<file path="config.mk">
export PLATFORM = sky130hd
export DESIGN_NAME = led_pattern_gen
export DESIGN_NICKNAME = d
export VERILOG_FILES = /design/src/rtl/led_pattern_pkg.sv /design/src/rtl/led_prescaler.sv /design/src/rtl/led_pattern_gen.sv
export SDC_FILE = /design/constraint.sdc
export NUM_CORES = 1
export LEC_CHECK = 0
export ABC_AREA = 1
export CAP_MARGIN = 15
export CORE_ASPECT_RATIO = 1.25
export CORE_MARGIN = 3
export CORE_UTILIZATION = 50
export CTS_CLUSTER_SIZE = 25
export DETAILED_ROUTE_END_ITERATION = 12
export HOLD_SLACK_MARGIN = 0.1
export PLACE_DENSITY = 0.76
export RECOVER_POWER = 100
export SETUP_SLACK_MARGIN = 0.15
export SYNTH_ARGS = -nofsm -noshare
export SYNTH_HDL_FRONTEND = slang
export SYNTH_SLANG_ARGS = --single-unit
</file>
<file path="constraint.sdc">
create_clock -name clk -period 1.8 [get_ports clk]
set_input_delay 0.36 -clock clk [delete_from_list [all_inputs] [get_ports clk]]
set_output_delay 0.36 -clock clk [all_outputs]
set_load 0.05 [all_outputs]
</file>
<file path="src/rtl/led_pattern_pkg.sv">
// Shared types and constants for the LED pattern generator.
package led_pattern_pkg;

    // Pattern selector; encoding matches the 2-bit mode input.
    typedef enum logic [1:0] {
        GRAY    = 2'd0,
        BINARY  = 2'd1,
        SCAN    = 2'd2,
        BREATHE = 2'd3
    } led_mode_t;

    // Pattern active straight out of reset.
    localparam led_mode_t LED_MODE_RESET = GRAY;

endpackage

</file>
<file path="src/rtl/led_prescaler.sv">
// Power-of-two prescaler: one tick every 2^LOG2DELAY enabled cycles.
module led_prescaler #(
    parameter int LOG2DELAY = 22
) (
    input  logic clk,
    input  logic resetn,
    input  logic enable,
    output logic tick
);

    logic [LOG2DELAY-1:0] r_pre;

    // Free-running count while enabled; wraps to zero on the tick edge.
    always_ff @(posedge clk or negedge resetn) begin
        if (!resetn) begin
            r_pre <= '0;
        end else if (enable) begin
            r_pre <= r_pre + LOG2DELAY'(1);
        end
    end

    assign tick = enable && (r_pre == '1);

endmodule

</file>
<file path="src/rtl/led_pattern_gen.sv">
// Multi-mode LED pattern generator: Gray/binary count, bounce scan, PWM breathe.
module led_pattern_gen
    import led_pattern_pkg::*;
#(
    parameter int NUM_LEDS  = 5,
    parameter int LOG2DELAY = 22,
    parameter int PWM_BITS  = 8
) (
    input  logic                clk,
    input  logic                resetn,
    input  logic                enable,
    input  logic [1:0]          mode,
    output logic [NUM_LEDS-1:0] leds,
    output logic                step_strobe
);

    localparam int POS_W = (NUM_LEDS > 1) ? $clog2(NUM_LEDS) : 1;
    localparam logic [POS_W-1:0] POS_LAST = POS_W'(NUM_LEDS - 1);
    localparam logic [PWM_BITS-1:0] DUTY_MAX = '1;

    logic                w_tick;
    led_mode_t           w_mode;
    logic [NUM_LEDS-1:0] w_image;

    led_mode_t           r_cur_mode;
    logic [NUM_LEDS-1:0] r_cnt;
    logic [POS_W-1:0]    r_pos;
    logic                r_dir_down;   // scan direction, 0 = towards higher bits
    logic [PWM_BITS-1:0] r_duty;
    logic                r_dir_b_down; // breathe direction, 0 = brightening
    logic                r_tick_d;
    logic [PWM_BITS-1:0] r_pwm;
    logic [NUM_LEDS-1:0] r_leds;
    logic                r_strobe;

    led_prescaler #(
        .LOG2DELAY(LOG2DELAY)
    ) u_prescaler (
        .clk   (clk),
        .resetn(resetn),
        .enable(enable),
        .tick  (w_tick)
    );

    assign w_mode = led_mode_t'(mode);

    // Mode/pattern FSM: a tick either adopts a new mode (restart at origin) or advances one step.
    always_ff @(posedge clk or negedge resetn) begin
        if (!resetn) begin
            r_cur_mode   <= LED_MODE_RESET;
            r_cnt        <= '0;
            r_pos        <= '0;
            r_dir_down   <= 1'b0;
            r_duty       <= '0;
            r_dir_b_down <= 1'b0;
            r_tick_d     <= 1'b0;
        end else begin
            r_tick_d <= w_tick;
            if (w_tick) begin
                if (w_mode != r_cur_mode) begin
                    r_cur_mode   <= w_mode;
                    r_cnt        <= '0;
                    r_pos        <= '0;
                    r_dir_down   <= 1'b0;
                    r_duty       <= '0;
                    r_dir_b_down <= 1'b0;
                end else begin
                    case (r_cur_mode)
                        GRAY, BINARY: begin
                            r_cnt <= r_cnt + NUM_LEDS'(1);
                        end
                        SCAN: begin
                            if (NUM_LEDS > 1) begin
                                if (!r_dir_down) begin
                                    if (r_pos == POS_LAST) begin
                                        r_dir_down <= 1'b1;
                                        r_pos      <= POS_LAST - POS_W'(1);
                                    end else begin
                                        r_pos <= r_pos + POS_W'(1);
                                    end
                                end else begin
                                    if (r_pos == '0) begin
                                        r_dir_down <= 1'b0;
                                        r_pos      <= POS_W'(1);
                                    end else begin
                                        r_pos <= r_pos - POS_W'(1);
                                    end
                                end
                            end
                        end
                        default: begin
                            if (!r_dir_b_down) begin
                                if (r_duty == DUTY_MAX) begin
                                    r_dir_b_down <= 1'b1;
                                    r_duty       <= DUTY_MAX - PWM_BITS'(1);
                                end else begin
                                    r_duty <= r_duty + PWM_BITS'(1);
                                end
                            end else begin
                                if (r_duty == '0) begin
                                    r_dir_b_down <= 1'b0;
                                    r_duty       <= PWM_BITS'(1);
                                end else begin
                                    r_duty <= r_duty - PWM_BITS'(1);
                                end
                            end
                        end
                    endcase
                end
            end
        end
    end

    // PWM ramp runs every cycle so a frozen duty still produces a steady glow.
    always_ff @(posedge clk or negedge resetn) begin
        if (!resetn) begin
            r_pwm <= '0;
        end else begin
            r_pwm <= r_pwm + PWM_BITS'(1);
        end
    end

    // Image of the current pattern state.
    always_comb begin
        w_image = '0;
        case (r_cur_mode)
            GRAY:    w_image = r_cnt ^ (r_cnt >> 1);
            BINARY:  w_image = r_cnt;
            SCAN:    w_image = NUM_LEDS'(1) << r_pos;
            default: w_image = {NUM_LEDS{(r_pwm < r_duty)}};
        endcase
    end

    // Output register: the image lands one cycle after the state update, with the strobe.
    always_ff @(posedge clk or negedge resetn) begin
        if (!resetn) begin
            r_leds   <= '0;
            r_strobe <= 1'b0;
        end else begin
            r_leds   <= w_image;
            r_strobe <= r_tick_d;
        end
    end

    assign leds        = r_leds;
    assign step_strobe = r_strobe;

endmodule

</file>
# ---- Yosys cells after proc, flatten, opt, wreduce, memory -nomap -nowiden
# Index checks and enable logic that the tools add are counted.
dict set report word_totals {
  ff_bits 57
  in_bits 5
  output_inout_bits 6
}
dict set report classes {
  n_addsub 7
  magnitude_cmp 1
  eq_ne 7
  shifts 1
  mux 23
  bitwise_logic 1
  reduce_logical 12
}
# cell count
set op_table {}
lappend op_table {{$mux 8} 5}
lappend op_table {{$add 22x1->22 const B} 1}
lappend op_table {{$eq 22x22->1 const B} 1}
lappend op_table {{$add 8x1->8 const B} 2}
lappend op_table {{$mux 3} 5}
lappend op_table {{$pmux 5 s3} 1}
lappend op_table {{$mux 1} 10}
lappend op_table {{$mux 5} 2}
lappend op_table {{$eq 8x8->1 const B} 1}
lappend op_table {{$logic_not 8->1} 1}
lappend op_table {{$lt 8x8->1} 1}
lappend op_table {{$reduce_and 2->1} 4}
lappend op_table {{$sub 8x1->8 const B} 1}
lappend op_table {{$add 5x1->5 const B} 1}
lappend op_table {{$shl 1x3->5 const A} 1}
lappend op_table {{$xor 5x4->5} 1}
lappend op_table {{$reduce_bool 2->1} 2}
lappend op_table {{$add 3x1->3 const B} 1}
lappend op_table {{$eq 3x3->1 const B} 1}
lappend op_table {{$logic_not 3->1} 1}
lappend op_table {{$reduce_or 3->1} 1}
lappend op_table {{$sub 3x1->3 const B} 1}
lappend op_table {{$eq 2x1->1 const B} 1}
lappend op_table {{$eq 2x2->1 const B} 1}
lappend op_table {{5 further kinds} 5}

# ---- Depth between registers and ports, before layout
dict set report depth {
  word_depth 5
  depth_mapped 11
  depth_no_buf 10
}

# ---- Cells and area by module
# From an unflattened synthesis, not the netlist that was laid out.
dict set report hier_totals {
  cells_unflattened 451
  area_unflattened_um2 3487.1
}
# module n_inst cells_per_inst area_each_um2 seq_area_each_um2
set by_module_without_submodules {}
lappend by_module_without_submodules {led_pattern_gen 1 304 2285.9 875.8}
lappend by_module_without_submodules {led_prescaler 1 147 1201.2 550.5}

# ---- Worst setup path after synthesis
# No wires, ideal clock.
dict set report synth_timing {
  kind {reg2reg}
  startpoint {reg u_prescaler.r_pre[0]}
  endpoint {reg r_duty[1]}
  setup_time_ps 123
  arrival_time_ps 1329
  slack_ps 349
  stages_incl_launch_ff 10
  synth_period_minus_slack_ps 1451
  path_cell_list {dfrtp_1 -> ha_1 -> nand3_1 -> nor2_1 -> nand2_1 -> nor2_8 -> nand4_4 -> buf_6 -> nand2_1 -> o21ai_1}
}
dict set report synth_via {
  elab_chain_len 3
}
# item line
set synth_rtl {}
lappend synth_rtl {{start, declared} led_prescaler.sv:11} ;# logic [LOG2DELAY-1:0] r_pre;
lappend synth_rtl {{start signal, assigned} led_prescaler.sv:18} ;# r_pre <= r_pre + LOG2DELAY'(1);
lappend synth_rtl {{$eq 22x22->1} led_prescaler.sv:22} ;# assign tick = enable && (r_pre == '1);
lappend synth_rtl {{$logic_and 1x1->1} led_prescaler.sv:22}
lappend synth_rtl {{$reduce_and 2->1 (no source line)} -}
lappend synth_rtl {{end signal, assigned} led_pattern_gen.sv:95} ;# r_duty <= DUTY_MAX - PWM_BITS'(1);
lappend synth_rtl {{end signal, assigned} led_pattern_gen.sv:97} ;# r_duty <= r_duty + PWM_BITS'(1);
lappend synth_rtl {{end signal, assigned} led_pattern_gen.sv:104} ;# r_duty <= r_duty - PWM_BITS'(1);
lappend synth_rtl {{end, declared} led_pattern_gen.sv:29} ;# logic [PWM_BITS-1:0] r_duty;
# Every way passes these cells.
# A chain may end at the register's enable or synchronous reset.

# ---- Worst setup path after layout
dict set report layout_timing {
  startpoint {reg u_prescaler.r_pre[1]}
  endpoint {reg r_cnt[1]}
}
dict set report layout_via {
  elab_chain_len 3
}
# item line
set layout_rtl {}
lappend layout_rtl {{$eq 22x22->1} led_prescaler.sv:22}
lappend layout_rtl {{$logic_and 1x1->1} led_prescaler.sv:22}
lappend layout_rtl {{$reduce_and 2->1 (no source line)} -}
lappend layout_rtl {{end signal, assigned} led_pattern_gen.sv:70} ;# r_cnt <= r_cnt + NUM_LEDS'(1);
lappend layout_rtl {{end, declared} led_pattern_gen.sv:26} ;# logic [NUM_LEDS-1:0] r_cnt;
# Every way passes these cells.

==> key figures <==
Outcome
  • Status: finished, final reports clean

Setup path
  • Worst path max stage delay: 0.41 ns
  • Highest-delay cell along the critical path: dfrtp_1
  • Setup CP Type: flop to flop
  • Maximum fanout along the worst path: 7
  • Critical path's top delay family: simple AND/OR/NAND/NOR gates
  • CP cell instances: ha_4 -> nand3_2 -> nor2_2 -> nand2_2 -> nor2_8 -> nand4_2 -> nand2_1 -> o21ai_0
  • Buf+Inv Stages, Crit Path: 0
  • Critical Path Sink Type: flop
  • Startpoint types: flop
  • Crit path arrival time: 1.85 ns
  • Required time worst endpoint: 2.02 ns

Die
  • # IOs: 11
  • Chip width: 81.5 µm
  • Row Count: 33
  • Die height: 100 µm
  • Initial core utilization: 52.9%
  • Die ar.: approximately 8200 µm²
  • Core area: 6730 µm²

Clocking
  • Clock transition at path regs: approximately 0.080 ns
  • CTS tree: yes
  • Cts bufs inserted: 9
  • Root buffer cell: clkbuf_8
  • Clock sinks: 57
  • H-tree Lvls: 3
  • Clock latency on the worst-skew pair: 0.34 ns
  • CTS Buffer Depth: 2

Timing
  • Max frequency: 614 MHz
  • Final count of pins violating max slew: 0
  • Worst Skew: between 0.01 and 0.015 ns
  • Hold Fails Final Rpt: 0
  • Final setup vio count: 0
  • Hold WS: 0.337 ns
  • Period utilization: between 90% and 100%
  • Final worst path period need: 1.63 ns
  • Final WS setup: roughly 0.17 ns
  • Pin slew with the least headroom to its limit: 0.755 ns
  • RSZ-0062 raised after global routing: yes
  • Max-slew headroom: 49.7%

Synthesis
  • Ys Warns: 0
  • Seq cells post-synth: 57
  • Mapped Area: 3560 µm²
  • Area leader, netlist: dfrtp_1
  • Post-synth top cells: nand2_1, inv_1, dfrtp_1
  • Post-Syn Instances: 454
  • Most common cell in the netlist: nand2_1
  • Register area share after synthesis: approximately two fifths
  • Synth Flop Type: dfrtp_1
  • Net Count, Synth: 480
  • Yosys top cell area share: 40.1%
  • Synth Area per Inst: 7.84 µm²
  • Distinct cells, synth: 34
  • Async set-or-reset flop fraction in the synthesized netlist: 100%
  • Area contributors post-synth: dfrtp_1, nand2_1, ha_1, inv_1, nand3_1
  • Number of flops mapped to enable cells by yosys: 0

Detailed routing
  • 1st-iter DRT viols: about 250
  • Mean routed wirelength per cell: 13.4 µm
  • Detail Route Antenna Nets: 0
  • Vias per Instance: 5.29
  • DRC viols: 0
  • DR pass1 iterations: 5
  • WL final: 7910 µm
  • Vias: 3115

Global route
  • Initial antenna violation count: 0
  • GR Overflow Total: 0
  • Largest net degree at the start of global routing: 58
  • First-pass GRT wire length: 12900 µm
  • GR Util All Layers: 19.8%
  • Vias in the first global route: between 3k and 4k

Place
  • I/O Buffers: 10
  • Hpwl dp: 5340 µm
  • Placed instance count: 564
  • GP Congestion: 0.889
  • Placed Area: 3860 µm²
  • Pre-CTS WS: -0.0912 ns

Layout
  • Nets: roughly 520
  • Share of cells above drive strength 1: 15.3%
  • Fin util: 62.0%
  • Multi-input gate area: 1940 µm²
  • Ant diodes: 0
  • Area grow syn2layout: 17.2%
  • Finished Cell Area: between 4000 and 5000 µm²
  • Non-filler cells in the finished layout: 589
  • Fillers: between 500 and 600
  • Storage element area: approximately 1400 µm²

Min path
  • HP Class: primary input to flop

Run
  • Max-cap violations: 0

Pwr
  • Pleak: between 2 and 2.5 nW
  • Maximum vdd drop: 0.000523 V
  • Pwr per Cell Area: around 750 nW/µm²
-- logic make-up after synthesis --
kind of cell,after synthesis,synth area share [%]
AOI/OAI and AO/OA,40,6.40
adders and majority gates,21,7.38
xor gates and xnor gates,28,7.10
DFF,57,40.1
buffers and inverters,66,7.55
and+or+nand+nor,242,31.5
-- worst paths after layout --
check	start	cells after the start	slack (ns)	to
setup / recovery	u_prescaler.r_pre[1]	8	0.17	r_cnt[1]
hold / removal	enable	2	0.34	u_prescaler.r_pre[0]
setup reg to reg	u_prescaler.r_pre[1]	8	0.17	r_cnt[1]
hold reg to reg	r_tick_d	0	0.36	step_strobe
max in group asynchronous	resetn	3	0.53	r_duty[1]
min in group asynchronous	resetn	3	0.74	leds[2]
-- power by group --
part | internal (mW) | leakage (nW) | switching (mW) | total [mW]
clock network | 0.779 | 0.109 | 0.547 | 1.33
logic | 0.157 | 1.27 | 0.159 | 0.316
registers | 1.36 | 0.736 | 0.106 | 1.47
total | 2.30 | 2.12 | 0.812 | 3.11
-- state kept, by name, summed over array words and instances (netlist names) --
signal	cells
r_tick_d	1
u_prescaler.r_pre	22
leds	5
r_pwm	8
r_cnt	5
r_dir_down	1
r_duty	8
step_strobe	1
r_cur_mode	2
r_dir_b_down	1
r_pos	3
-- placed cells by master (no fill, tap or decap), types with 7 or more instances in the layout --
cell	synthesis	layout
o21ai_1	10	9
nand2_1	121	119
buf_4	1	20
clkbuf_8	0	9
nand3_1	41	40
nand4_1	8	8
nand2_2	5	7
ha_1	21	19
a21oi_1	10	10
clkbuf_1	0	8
nor2_1	40	40
dfrtp_1	57	53
o21ai_0	11	12
inv_1	60	59
xor2_1	21	21
-- through the flow --
step | total power, mW | TNS [ns]
2_1_floorplan | 1.63 | 0
3_3_place_gp | 1.72 | -0.284
3_5_place_dp | 1.74 | -0.820
4_1_cts | 3.07 | 0
5_1_grt | 3.26 | -0.0230
6_report | 3.11 | 0
-- metal layers --
layer / share of wire (%) / GRT usage [%] / vias up / wire length (µm)
met3: 4.4 / 3.59 / 29 / 350
met2: 50 / 31.8 / 96 / 3940
met4: 3.3 / 10.5 / 0 / 263
met1: 42 / 25.0 / 1449 / 3360
met5: 0 / 0 / - / 0
li1: - / - / 1541 / -
-- final cells by class --
type                            count  area share (%)
Multi-Input combinational cell    332            46.4
Sequential cell                    57            34.3
Timing Repair Buffer               36            6.00
Inverter                           61            5.49
Clock buffer                        9            2.97
Tap cell                           87            2.61
Clock inverter                      7            2.28
-- timing repair --
item,4_1_cts,5_1_grt
gates cloned,0,1
hold buffers,1,0
buffers inserted,0,7
pin swaps,0,6
endpoints found under the hold margin,57,0
resized for setup,2,23
setup endpoints to repair,14,29
Power figures use the tool's default switching activity.
